`src/rtl/ldpc_pkg.sv`:
```
// Shared constants and FSM encoding for the flooding LDPC decoder scheduler,
// datapath and bench.
package ldpc_pkg;

  localparam int unsigned LdpcN          = 204;
  localparam int unsigned LdpcM          = 102;
  localparam int unsigned LdpcLogN       = 8;
  localparam int unsigned LdpcLogM       = 7;
  localparam int unsigned LdpcMaxIter    = 30;
  localparam int unsigned LdpcLogMaxIter = 5;
  localparam int unsigned LdpcLat        = 2;

  typedef enum logic [2:0] {
    StIdle,
    StLoad,
    StCn,
    StCnDrain,
    StEval,
    StVn,
    StVnDrain,
    StFin
  } sched_state_e;

endpackage

```
`src/rtl/ldpc_iter_scheduler_if.sv`:
```
// Scheduler <-> decoder datapath bundle: sweep strobes/indices, parity returns
// and decode status.
interface ldpc_iter_scheduler_if;
  import ldpc_pkg::*;

  logic                      start;
  logic                      ld_en;
  logic [LdpcLogN-1:0]       ld_idx;
  logic                      cn_en;
  logic [LdpcLogM-1:0]       cn_idx;
  logic                      vn_en;
  logic [LdpcLogN-1:0]       vn_idx;
  logic                      par_valid;
  logic                      par_err;
  logic                      busy;
  logic                      done;
  logic                      success;
  logic [LdpcLogMaxIter-1:0] iterations;
  // Saturating count of parity results that arrived outside a check sweep.
  logic [7:0]                proto_err_cnt;

  modport master (
    input  start, par_valid, par_err,
    output ld_en, ld_idx, cn_en, cn_idx, vn_en, vn_idx,
           busy, done, success, iterations, proto_err_cnt
  );

  modport slave (
    output start, par_valid, par_err,
    input  ld_en, ld_idx, cn_en, cn_idx, vn_en, vn_idx,
           busy, done, success, iterations, proto_err_cnt
  );

endinterface

```
`src/rtl/ldpc_sweep_counter.sv`:
```
// Count-to-N index generator: a start pulse yields Count consecutive enabled
// cycles with idx 0..Count-1; idx then holds its last value.
module ldpc_sweep_counter #(
  parameter int unsigned Count = 8,
  parameter int unsigned Width = 3
) (
  input  logic             clk_i,
  input  logic             rst_i,
  input  logic             start_i,
  output logic             en_o,
  output logic [Width-1:0] idx_o,
  output logic             last_o
);

  logic             en_q;
  logic [Width-1:0] idx_q;

  always_ff @(posedge clk_i) begin
    if (rst_i) begin
      en_q  <= 1'b0;
      idx_q <= '0;
    end else if (start_i) begin
      en_q  <= 1'b1;
      idx_q <= '0;
    end else if (en_q) begin
      if (last_o) begin
        en_q <= 1'b0;
      end else begin
        idx_q <= idx_q + 1'b1;
      end
    end
  end

  assign en_o   = en_q;
  assign idx_o  = idx_q;
  assign last_o = en_q && (idx_q == Width'(Count - 1));

endmodule

```
`src/rtl/ldpc_iter_scheduler.sv`:
```
// Control FSM for the time-multiplexed flooding LDPC decoder: load, then
// alternate CN/VN sweeps until the syndrome is clean or MaxIter is reached.
module ldpc_iter_scheduler
  import ldpc_pkg::*;
#(
  parameter int unsigned N       = LdpcN,
  parameter int unsigned M       = LdpcM,
  parameter int unsigned MaxIter = LdpcMaxIter,
  parameter int unsigned Lat     = LdpcLat
) (
  input logic                   clk_i,
  input logic                   rst_i,
  ldpc_iter_scheduler_if.master bus_io
);

  localparam logic [2:0]                LatLast = 3'(Lat - 1);
  localparam logic [LdpcLogMaxIter-1:0] IterMax = LdpcLogMaxIter'(MaxIter);

  sched_state_e              state_q;
  logic                      busy_q, done_q, success_q, syn_err_q;
  logic [LdpcLogMaxIter-1:0] iter_q;
  logic [2:0]                lat_q;
  logic [7:0]                proto_q;

  logic                ld_start, cn_start, vn_start;
  logic                ld_en, cn_en, vn_en;
  logic                ld_last, cn_last, vn_last;
  logic [LdpcLogN-1:0] ld_idx, vn_idx;
  logic [LdpcLogM-1:0] cn_idx;
  logic                drain_last, in_window;

  always_comb begin
    drain_last = (lat_q == LatLast);
    ld_start   = (state_q == StIdle) && bus_io.start;
    cn_start   = ((state_q == StLoad) && ld_last) || ((state_q == StVnDrain) && drain_last);
    vn_start   = (state_q == StEval) && syn_err_q && (iter_q != IterMax);
    in_window  = (state_q == StCn) || (state_q == StCnDrain);
  end

  ldpc_sweep_counter #(.Count(N), .Width(LdpcLogN)) u_ld_sweep (
    .clk_i  (clk_i),
    .rst_i  (rst_i),
    .start_i(ld_start),
    .en_o   (ld_en),
    .idx_o  (ld_idx),
    .last_o (ld_last)
  );

  ldpc_sweep_counter #(.Count(M), .Width(LdpcLogM)) u_cn_sweep (
    .clk_i  (clk_i),
    .rst_i  (rst_i),
    .start_i(cn_start),
    .en_o   (cn_en),
    .idx_o  (cn_idx),
    .last_o (cn_last)
  );

  ldpc_sweep_counter #(.Count(N), .Width(LdpcLogN)) u_vn_sweep (
    .clk_i  (clk_i),
    .rst_i  (rst_i),
    .start_i(vn_start),
    .en_o   (vn_en),
    .idx_o  (vn_idx),
    .last_o (vn_last)
  );

  always_ff @(posedge clk_i) begin
    if (rst_i) begin
      state_q   <= StIdle;
      busy_q    <= 1'b0;
      done_q    <= 1'b0;
      success_q <= 1'b0;
      syn_err_q <= 1'b0;
      iter_q    <= '0;
      lat_q     <= '0;
      proto_q   <= '0;
    end else begin
      done_q <= 1'b0;
      unique case (state_q)
        StIdle: begin
          if (bus_io.start) begin
            state_q   <= StLoad;
            busy_q    <= 1'b1;
            success_q <= 1'b0;
            syn_err_q <= 1'b0;
            iter_q    <= '0;
          end
        end
        StLoad: begin
          if (ld_last) begin
            state_q   <= StCn;
            syn_err_q <= 1'b0;
          end
        end
        StCn: begin
          if (cn_last) begin
            state_q <= StCnDrain;
            lat_q   <= '0;
          end
        end
        StCnDrain: begin
          if (drain_last) state_q <= StEval;
          else            lat_q   <= lat_q + 1'b1;
        end
        StEval: begin
          if (!syn_err_q || (iter_q == IterMax)) begin
            state_q   <= StFin;
            success_q <= !syn_err_q;
            busy_q    <= 1'b0;
            done_q    <= 1'b1;
          end else begin
            state_q <= StVn;
          end
        end
        StVn: begin
          if (vn_last) begin
            state_q <= StVnDrain;
            lat_q   <= '0;
          end
        end
        StVnDrain: begin
          if (drain_last) begin
            state_q   <= StCn;
            syn_err_q <= 1'b0;
            if (iter_q != IterMax) iter_q <= iter_q + 1'b1;
          end else begin
            lat_q <= lat_q + 1'b1;
          end
        end
        StFin: state_q <= StIdle;
        default: state_q <= StIdle;
      endcase

      // Parity results only count while a check sweep can still be returning.
      if (bus_io.par_valid) begin
        if (in_window) begin
          if (bus_io.par_err) syn_err_q <= 1'b1;
        end else if (proto_q != 8'hFF) begin
          proto_q <= proto_q + 1'b1;
        end
      end
    end
  end

  assign bus_io.ld_en         = ld_en;
  assign bus_io.ld_idx        = ld_idx;
  assign bus_io.cn_en         = cn_en;
  assign bus_io.cn_idx        = cn_idx;
  assign bus_io.vn_en         = vn_en;
  assign bus_io.vn_idx        = vn_idx;
  assign bus_io.busy          = busy_q;
  assign bus_io.done          = done_q;
  assign bus_io.success       = success_q;
  assign bus_io.iterations    = iter_q;
  assign bus_io.proto_err_cnt = proto_q;

endmodule

```
`src/flat_wrapper.sv`:
```
// flat-port wrapper written by rule: the top's interface ports become plain ports
module ldpc_iter_scheduler_flat import ldpc_pkg::*;
#(
  parameter int unsigned N       = LdpcN,
  parameter int unsigned M       = LdpcM,
  parameter int unsigned MaxIter = LdpcMaxIter,
  parameter int unsigned Lat     = LdpcLat
)
  (clk_i, rst_i, bus_io_start, bus_io_par_valid, bus_io_par_err, bus_io_ld_en, bus_io_ld_idx, bus_io_cn_en, bus_io_cn_idx, bus_io_vn_en, bus_io_vn_idx, bus_io_busy, bus_io_done, bus_io_success, bus_io_iterations, bus_io_proto_err_cnt);
  ldpc_iter_scheduler_if bus_io_i ();
  input logic clk_i;
  input logic rst_i;
  input wire logic [$bits(bus_io_i.start)-1:0] bus_io_start;
  input wire logic [$bits(bus_io_i.par_valid)-1:0] bus_io_par_valid;
  input wire logic [$bits(bus_io_i.par_err)-1:0] bus_io_par_err;
  output wire logic [$bits(bus_io_i.ld_en)-1:0] bus_io_ld_en;
  output wire logic [$bits(bus_io_i.ld_idx)-1:0] bus_io_ld_idx;
  output wire logic [$bits(bus_io_i.cn_en)-1:0] bus_io_cn_en;
  output wire logic [$bits(bus_io_i.cn_idx)-1:0] bus_io_cn_idx;
  output wire logic [$bits(bus_io_i.vn_en)-1:0] bus_io_vn_en;
  output wire logic [$bits(bus_io_i.vn_idx)-1:0] bus_io_vn_idx;
  output wire logic [$bits(bus_io_i.busy)-1:0] bus_io_busy;
  output wire logic [$bits(bus_io_i.done)-1:0] bus_io_done;
  output wire logic [$bits(bus_io_i.success)-1:0] bus_io_success;
  output wire logic [$bits(bus_io_i.iterations)-1:0] bus_io_iterations;
  output wire logic [$bits(bus_io_i.proto_err_cnt)-1:0] bus_io_proto_err_cnt;
  assign bus_io_i.start = bus_io_start;
  assign bus_io_i.par_valid = bus_io_par_valid;
  assign bus_io_i.par_err = bus_io_par_err;
  assign bus_io_ld_en = bus_io_i.ld_en;
  assign bus_io_ld_idx = bus_io_i.ld_idx;
  assign bus_io_cn_en = bus_io_i.cn_en;
  assign bus_io_cn_idx = bus_io_i.cn_idx;
  assign bus_io_vn_en = bus_io_i.vn_en;
  assign bus_io_vn_idx = bus_io_i.vn_idx;
  assign bus_io_busy = bus_io_i.busy;
  assign bus_io_done = bus_io_i.done;
  assign bus_io_success = bus_io_i.success;
  assign bus_io_iterations = bus_io_i.iterations;
  assign bus_io_proto_err_cnt = bus_io_i.proto_err_cnt;
  ldpc_iter_scheduler #(.N(N), .M(M), .MaxIter(MaxIter), .Lat(Lat)) u_core (.clk_i(clk_i), .rst_i(rst_i), .bus_io(bus_io_i));
endmodule
```
`config.mk`:
```
export PLATFORM = sky130hd
export DESIGN_NAME = ldpc_iter_scheduler_flat
export DESIGN_NICKNAME = d
export VERILOG_FILES = /design/src/rtl/ldpc_pkg.sv /design/src/rtl/ldpc_iter_scheduler_if.sv /design/src/rtl/ldpc_sweep_counter.sv /design/src/rtl/ldpc_iter_scheduler.sv /design/src/flat_wrapper.sv
export SDC_FILE = /design/constraint.sdc
export NUM_CORES = 1
export LEC_CHECK = 0
export CORE_MARGIN = 10
export CORE_UTILIZATION = 50
export CTS_CLUSTER_DIAMETER = 100
export DETAILED_ROUTE_END_ITERATION = 10
export PLACE_DENSITY = 0.81
export RECOVER_POWER = 50
export SYNTH_ARGS = -nofsm -noshare
export SYNTH_HDL_FRONTEND = slang
export SYNTH_SLANG_ARGS = --single-unit
```
`constraint.sdc`:
```
create_clock -name clk_i -period 3.1 [get_ports clk_i]
set_clock_uncertainty 0.1 [all_clocks]
set_input_delay 0.62 -clock clk_i [delete_from_list [all_inputs] [get_ports clk_i]]
set_output_delay 0.62 -clock clk_i [all_outputs]
set_load 0.01 [all_outputs]
```
* Word-level counts from Yosys, hierarchy flattened
Cells that the tools add are included.
** Word-level totals
- Register bits :: 49
- Output and inout bits :: 42
- Word-level logic and storage cells :: 116
** Cells by class
- Multiplexer cells :: 39
- Bitwise logic cells :: 5
- Eq/ne operators :: 23
- Reductions and logical operators :: 29
- $add $sub $neg :: 6
** Operators by type and width (number)
- 2-to-1 mux 3 bit :: 9
- adder 8 x 1 -> 8 bit, second input constant :: 3
- one-hot mux 3 bit (8 select lines) :: 1
- 2-to-1 mux 1 bit :: 20
- equality test 8 bit, second input constant :: 2
- 2-to-1 mux 5 bit :: 3
- equality test 3 bit, second input constant :: 4
- inequality test 2 bit, second input constant :: 5
- one-hot mux 5 bit (2 select lines) :: 1
- OR reduction 2 bit :: 5
- one-hot mux 3 bit (3 select lines) :: 1
- logical AND 1 bit :: 8
- inequality test 2 x 1 -> 1 bit, second input constant :: 4
- inequality test 8 bit, second input constant :: 1
- AND reduction 4 bit :: 2
- adder 7 x 1 -> 7 bit, second input constant :: 1
- equality test 7 bit, second input constant :: 1
- equality test 3 x 1 -> 1 bit, second input constant :: 2
- equality test 3 x 2 -> 1 bit, second input constant :: 2
- AND reduction 2 bit :: 3
- AND reduction 3 bit :: 2
- AND reduction 6 bit :: 1
- adder 5 x 1 -> 5 bit, second input constant :: 1
- equality test 5 bit, second input constant :: 1
- 11 further kinds :: 19

* Logic depth before layout (Yosys ltp)
Gate-level depths: netlist of run 1.
- Word-level depth :: 7
- Mapped depth :: 7
- Gate-level depth less buffers :: 7

* By module
From an unflattened synthesis of run 1, not the netlist that was laid out.
** Unflattened totals
- Cell total of the unflattened synthesis :: 294
- Area total of the unflattened synthesis :: 2600.0 um2
** Modules (own cells, without submodules)
- ldpc_iter_scheduler :: cells each 152, area an instance 1308.8 um2, instances 1
- ldpc_sweep_counter (u_core.u_ld_sweep ...) :: cells each 48, area an instance 442.9 um2, instances 2
- ldpc_sweep_counter (u_core.u_cn_sweep) :: cells each 46, area an instance 405.4 um2, instances 1

* Worst setup path before layout of run 1
Ideal clock, no wire load.
- Path kind :: reg-to-reg
- From :: register u_core.iter_q[0] (netlist: u_core.bus_io.iterations[0])
- To :: register u_core.iter_q[1] (netlist: u_core.bus_io.iterations[1])
- Path buffers :: 0
- Period minus slack after synthesis :: 1.939 ns
- Stages on the path, launching flop included :: 8
- Data arrival time :: 1.711 ns
- Setup slack :: 1.161 ns
- Required time :: 2.872 ns
- Cells stage by stage :: dfxtp_1 -> inv_1 -> ha_1 -> and4_1 -> o32a_1 -> or2_2 -> a21oi_1 -> nor2_1
** Between the ends
- Word-level cells in the longest chain between the ends :: 4
- Elaborated cells on any way between the ends :: 7
** RTL lines
- from (decl) :: RTL line ldpc_iter_scheduler.sv:21 : logic [LdpcLogMaxIter-1:0] iter_q;
- from (signal assigned) :: RTL line ldpc_iter_scheduler.sv:125 : if (iter_q != IterMax) iter_q <= iter_q + 1'b1;
- adder 5 x 1 -> 5 bit :: RTL line ldpc_iter_scheduler.sv:125
- 2-to-1 mux 5 bit :: RTL line ldpc_iter_scheduler.sv:125
- 2-to-1 mux 5 bit :: RTL line ldpc_iter_scheduler.sv:122 : if (drain_last) begin
- one-hot mux 5 bit (2 select lines) :: RTL line ldpc_iter_scheduler.sv:79 : unique case (state_q)
Several ways; a longest one is shown, not always the timed one. The select of a mux whose other input is x is not followed.
A chain may end at the register's enable or synchronous reset.

* Final worst setup path of run 1
- From :: register u_core.proto_q[0] (netlist: u_core.bus_io.proto_err_cnt[0])
- To :: register u_core.proto_q[5] (netlist: u_core.bus_io.proto_err_cnt[5])
** Between the ends
- Word-level cells in the longest chain between the ends :: 2
- Elaborated cells on any way between the ends :: 3
** RTL lines
- from (decl) :: RTL line ldpc_iter_scheduler.sv:23 : logic [7:0] proto_q;
- from (signal assigned) :: RTL line ldpc_iter_scheduler.sv:139 : proto_q <= proto_q + 1'b1;
- branches (longest 2 deep; another with adder 8 x 1 -> 8 bit)
Several ways; the timed one is not identified.

==> key figures, run 1 <==
Worst hold path
  • Hold crit path type: reg -> reg

Clocking
  • Total CTS buffers: 5
  • Clock Path Buffers: 2
  • Clk root buf: clkbuf_8
  • Htree depth: 2
  • CTS tree: done
  • Post-cts resize count: 0
  • Sink Count: 49
  • CTS clk-pin slew, worst paths: 90 ps
  • Hold_buf cts: 0
  • Post-CTS Setup Bufs: 0
  • Clock Latency Late Sink: 300 ps

Job
  • Maxcap violations: 0

STA
  • Slew margin rel.: 23.24%
  • Final Critical Period: 2264 ps
  • Setup TNS: 0 ps
  • Period utilization: 73.02%
  • Worst setup margin: 836.4 ps
  • Hold_ws: 402.8 ps
  • Fmax: 441.8 MHz
  • RSZ-0062 raised after global routing: false
  • Finish-stage setup viols: 0
  • Endpoints failing hold: 0
  • Tightest Pin Transition: 1134 ps
  • Slew Limit Fails: 0

Worst setup path
  • Slowest-stage cell, CP: o311ai_1
  • Critical Path Fanout Max: 10
  • CP Capture Type: flip-flop
  • WS Path Type: reg -> reg
  • Worst EP required: 3190 ps
  • CP max stage delay: 920 ps
  • Worst-path cell chain: ha_1 > nand2_1 > o311ai_1 > nor3_1 > xnor2_1 > nor2_1
  • Data arrival, critical path: 2360 ps
  • Critical Path Start Type: flip-flop

Layout
  • Multi-input gate area: 1343 sq um
  • Register area: 980.9 sq um
  • Fill count: 438
  • Final net count: 337
  • Ant diodes: 0
  • Area added between synthesis and finish: 23.87%
  • Final std cells w/o fill: 391
  • Layout cell share with drive strength beyond 1: 5.864%

Floorplan
  • Num ports: 47
  • Initial Util: 51.61%
  • Site row count: 25
  • Die span in x: 90.05 um
  • Die Footprint: 8109 sq um
  • Die Span Y: 90.05 um
  • CORE AREA: 4755 sq um

Pwr
  • P_int: 927.5 uW
  • Sw Ratio: 23.62%
  • Seq pwr share: 54.5%
  • Clock network power share: 37.5%
  • Net switching power figure: 286.8 uW
  • Comb power frac: 8.0%
  • Power per cell area: 399.6 nW/um^2
  • LEAKAGE: 0.001133 uW
  • Peak VDD IR: 0.2035 mV

Synthesis
  • Syn Nets: 294
  • Synthesized area per cell: 8.763 sq um
  • Cell Area, Synth: 2454 sq um
  • Post-synth EDFFs: 0
  • Post-synthesis async set-or-reset flop share: 0%
  • Ys Warns: 0
  • Top FF cell, synth: dfxtp_1
  • Sequential element share of the synthesized area: 39.98%
  • Post-synth cell types: 50
  • Synthesis-stage register bit count: 49
  • Syn Inst Count: 280

Drt
  • Drt wl/cell: 13.62 um
  • Routed length on met2: 2.406 mm
  • WL met1: 2.394 mm
  • Vias/cell: 5.269
  • Final WL: 5.325 mm
  • Initial DRC Count: 96
  • Vias: 2,060
  • DR pass1 iterations: 4
  • DR WL met3: 474 um
  • DRC viols: 0
  • Antenna-violating nets left: 0
  • Top Metal Used: met4

Placement
  • Gpl congestion: 0.8049
  • Port bufs: 46
  • DPL Wire Length: 3.989 mm
  • Post-place setup slack: 696.2 ps
  • Cells after DPL: 383

GRT
  • Congestion Overflow GR: 0
  • GRT Util Overall: 13.04%
  • Initial antenna violation count: 0
  • Vias in the first global route: 2,028
  • First-pass GRT wire length: 9.287 mm
  • Largest net degree at the start of global routing: 27

Outcome
  • Status: finished clean
==> layout by cell type (no fill, tap or decap), drive strengths merged, types with 2 or more instances in the layout <==
master / instances
nor2: 49
nand4: 10
nor3: 7
nor3b: 4
and4bb: 2
mux2i: 4
inv: 14
nand2b: 6
clkdlybuf4s50: 26
xnor2: 14
xor2: 13
o41ai: 2
dlygate4sd3: 20
o32ai: 2
nand3: 8
nor2b: 5
nand2: 18
dfxtp: 49
a21oi: 9
o21ai: 5
ha: 9
a32oi: 2
nor4: 5
or3: 5
and3: 4
clkbuf: 6
a211oi: 2
==> stage by stage <==
step	area [sq um]	total power (uW)	util, %
final	3039	1214	63.92
after CTS	3070	1233	64.58
after detailed placement	2959	780.5	62.24
after global placement	2959	777.4	62.24
after floorplan	2454	744.0	-
after global routing	3039	1260	63.92
==> critical path, delay by kind of cell (launching register included) <==
family,cells,cell delay [ps]
xor+xnor,1,230
flops,1,420
fa+ha+maj,1,210
compound gates,1,920
simple gates,3,280
==> worst paths after layout <==
check | slack, ps | start | end | cells past startpoint
setup / recovery | 840 | u_core.bus_io.proto_err_cnt[0] | u_core.bus_io.proto_err_cnt[5] | 6
hold / removal | 400 | u_core.bus_io.proto_err_cnt[4] | u_core.bus_io.proto_err_cnt[4] | 2
setup reg to reg | 840 | u_core.bus_io.proto_err_cnt[0] | u_core.bus_io.proto_err_cnt[5] | 6
hold reg to reg | 400 | u_core.bus_io.proto_err_cnt[4] | u_core.bus_io.proto_err_cnt[4] | 2
==> power groups by stage <==
stage                     clock network (uW)  registers [uW]  logic (uW)
after floorplan                            0             668        75.9
after global placement                     0             677         100
after detailed placement                   0             677         103
after CTS                                467             663         104
after global routing                     485             665         111
final                                    455             662        97.7
==> registers in the layout, summed over array words and instances, names as in the netlist <==
name and cells:
u_core.u_cn_sweep.en_o 1, u_core.u_vn_sweep.en_o 1, u_core.bus_io.iterations 5, u_core.lat_q 3, u_core.bus_io.busy 1, u_core.u_ld_sweep.en_o 1
u_core.bus_io.proto_err_cnt 8, u_core.bus_io.success 1, u_core.u_ld_sweep.idx_o 8, u_core.syn_err_q 1, u_core.state_q 3, u_core.bus_io.done 1
u_core.u_cn_sweep.idx_o 7, u_core.u_vn_sweep.idx_o 8
==> synthesized netlist by cell type (4+ instances only) <==
master	n	area share, %
a21oi_1	9	1.8
nor3_1	7	1.4
nand4_1	10	2.5
and3_1	4	1.0
inv_1	14	2.1
nand3_1	8	1.6
nor3b_1	4	1.2
xor2_1	13	4.6
dfxtp_1	49	40
ha_1	9	4.6
nor4_1	5	1.3
nand2_1	17	2.6
nor2_1	48	7.3
mux2i_1	4	1.6
clkbuf_1	6	0.92
xnor2_1	14	5.0
o21ai_0	5	1.0
nor2b_1	5	1.3
nand2b_1	6	1.5
buf_2	4	0.82
or3_1	5	1.3
==> logic make-up (layout without fill, tap and decap cells) <==
group	after synthesis	after routing	synth area share [%]
compound gates	35	35	12.39
flops	49	49	39.98
xor+xnor	27	27	9.638
mux	5	5	2.244
buf+inv	25	69	4.028
simple gates	130	130	27.13
fa+ha+maj	9	9	4.590
==> area by class of cell <==
type / count / area share (%)
Clock buffer: 6 / 2.388
Clock inverter: 2 / 1.276
Inverter: 14 / 1.729
Multi-Input combinational cell: 206 / 44.17
Sequential cell: 49 / 32.28
Tap cell: 67 / 2.758
Timing Repair Buffer: 47 / 15.40
==> layer usage <==
layer | global-route usage [%] | vias up
met1 | 15.57 | 938
met4 | 3.183 | 0
li1 | - | 1057
met2 | 20.70 | 59
met3 | 6.068 | 6
met5 | 0 | -
No activity file was read; power rests on OpenSTA's default activity.
==> run 2, diff against run 1 <==
==> constraint.sdc (replaced) <==
create_clock -name clk_i -period 2.2 [get_ports clk_i]
set_clock_uncertainty 0.1 [all_clocks]
set_input_delay 0.44 -clock clk_i [delete_from_list [all_inputs] [get_ports clk_i]]
set_output_delay 0.44 -clock clk_i [all_outputs]
set_load 0.01 [all_outputs]
==> key figures, run 2 (same netlist as run 1, synthesis figures left out) <==
Placement
  • Port bufs: 46 (unchanged)
  • Post-place setup slack: 235.0 ps (was 696.2 ps)
  • Gpl congestion: 0.8415 (was 0.8049)
  • DPL Wire Length: 3.937 mm (was 3.989 mm)
  • Cells after DPL: 389 (was 383)

Worst hold path
  • Hold Path Depth: 2 (unchanged)
  • Hold crit path type: reg -> reg (unchanged)

GRT
  • Congestion Overflow GR: 0 (unchanged)
  • Vias in the first global route: 2,034 (was 2,028)
  • First-pass GRT wire length: 9.190 mm (was 9.287 mm)
  • Initial antenna violation count: 0 (unchanged)
  • Largest net degree at the start of global routing: 31 (was 27)
  • GRT Util Overall: 12.91% (was 13.04%)

STA
  • Tightest Pin Transition: 693.2 ps (was 1134 ps)
  • Period utilization: 90.48% (was 73.02%)
  • Fmax: 502.4 MHz (was 441.8 MHz)
  • Hold_ws: 415.4 ps (was 402.8 ps)
  • Final Critical Period: 1990 ps (was 2264 ps)
  • Worst setup margin: 209.5 ps (was 836.4 ps)
  • RSZ-0062 raised after global routing: false (unchanged)
  • Setup TNS: 0 ps (unchanged)
  • Endpoints failing hold: 0 (unchanged)
  • Finish-stage setup viols: 0 (unchanged)
  • Slew Limit Fails: 0 (unchanged)
  • Slew margin rel.: 53.72% (was 23.24%)

Worst setup path
  • Critical Path Start Type: flip-flop (unchanged)
  • Critical Path Fanout Max: 19 (was 10)
  • Data arrival, critical path: 2090 ps (was 2360 ps)
  • Worst-case reg-to-reg path depth: 5 (was 6)
  • CP Capture Type: flip-flop (unchanged)
  • WS Path Type: reg -> reg (unchanged)
  • Worst EP required: 2300 ps (was 3190 ps)

Clocking
  • Clock Latency Late Sink: 300 ps (about the same)
  • Sink Count: 49 (unchanged)
  • Hold_buf cts: 0 (unchanged)
  • Post-CTS Setup Bufs: 0 (unchanged)
  • Htree depth: 2 (unchanged)
  • Clk root buf: clkbuf_8 (unchanged)
  • Clock Path Buffers: 2 (unchanged)
  • CTS tree: done (unchanged)
  • Post-cts resize count: 0 (unchanged)
  • Total CTS buffers: 5 (unchanged)
  • CTS clk-pin slew, worst paths: 90 ps (about the same)

Floorplan
  • Site row count: 25 (unchanged)
  • CORE AREA: 4755 sq um (unchanged)
  • Die Footprint: 8109 sq um (unchanged)
  • Initial Util: 51.61% (unchanged)
  • Num ports: 47 (unchanged)
  • Die span in x: 90.05 um (unchanged)
  • Die Span Y: 90.05 um (unchanged)

Pwr
  • Peak VDD IR: 0.4297 mV (was 0.2035 mV)
  • LEAKAGE: 0.001185 uW (was 0.001133 uW)
  • Power per cell area: 523.5 nW/um^2 (was 399.6 nW/um^2)

Layout
  • Layout cell share with drive strength beyond 1: 7.295% (was 5.864%)
  • Area added between synthesis and finish: 25.50% (was 23.87%)
  • Final std cells w/o fill: 396 (was 391)
  • Fill count: 426 (was 438)
  • Final net count: 343 (was 337)
  • Ant diodes: 0 (unchanged)
  • Most frequent cells in the layout: dfxtp_1 (49), nor2_1 (48), dlygate4sd3_1 (30) (was dfxtp_1 (49), nor2_1 (48), clkdlybuf4s50_1 (26))
  • Most common cell after layout, fill and taps aside: dfxtp_1 (unchanged)

Drt
  • DR pass1 iterations: 4 (unchanged)
  • Drt wl/cell: 13.35 um (was 13.62 um)
  • DRC viols: 0 (unchanged)
  • Vias/cell: 5.245 (was 5.269)
  • Vias: 2,077 (was 2,060)
  • Initial DRC Count: 112 (was 96)
  • Final WL: 5.288 mm (was 5.325 mm)
  • Antenna-violating nets left: 0 (unchanged)

Job
  • Maxcap violations: 0 (unchanged)

Outcome
  • Status: finished clean (unchanged)
==> run 2: layer usage <==
layer  share of wire (%)  track usage [%]  vias to the layer above
li1                    -                -                     1075
met1                  47            15.84                      955
met2                  45            20.40                       43
met3                 7.4            5.403                        4
met4                0.62            3.183                        0
met5                   0                0                        -
==> run 2: final timing paths <==
path / start / end / slack [ps]
worst max register to register: u_core.state_q[2] / u_core.bus_io.iterations[1] / 210
worst min register to register: u_core.bus_io.proto_err_cnt[4] / u_core.bus_io.proto_err_cnt[4] / 420
worst min-delay path: u_core.bus_io.proto_err_cnt[4] / u_core.bus_io.proto_err_cnt[4] / 420
worst max-delay path: u_core.state_q[2] / u_core.bus_io.iterations[1] / 210
==> run 2: cell type report <==
class | count | area (sq um) | area share, %
Multi-Input combinational cell | 206 | 1364 | 44.29
Sequential cell | 49 | 980.9 | 31.86
Timing Repair Buffer | 53 | 511.7 | 16.62
Clock buffer | 7 | 86.33 | 2.804
Tap cell | 67 | 83.83 | 2.722
Inverter | 14 | 52.55 | 1.707
==> run 2: worst max-delay path: stages (launching register included) <==
cell and delay, ps:
dfxtp_1 700, nand2_1 220, o32a_1 380, or2_2 300, a21oi_1 150, nor2_1 50
==> run 2: power breakdown <==
group | switching, uW | total [uW] | internal (uW)
sequential | 21.9 | 924 | 902
combinational | 86.0 | 158 | 72.5
clock | 280 | 530 | 250
total | 388 | 1610 | 1220
==> run 2: stage by stage <==
step / cell area, sq um / util [%] / total power, uW
floorplan: 2454 / - / 1048
global placement: 3017 / 63.45 / 1107
detailed placement: 3017 / 63.45 / 1110
CTS: 3103 / 65.26 / 1629
global route: 3079 / 64.76 / 1675
finish: 3079 / 64.76 / 1612
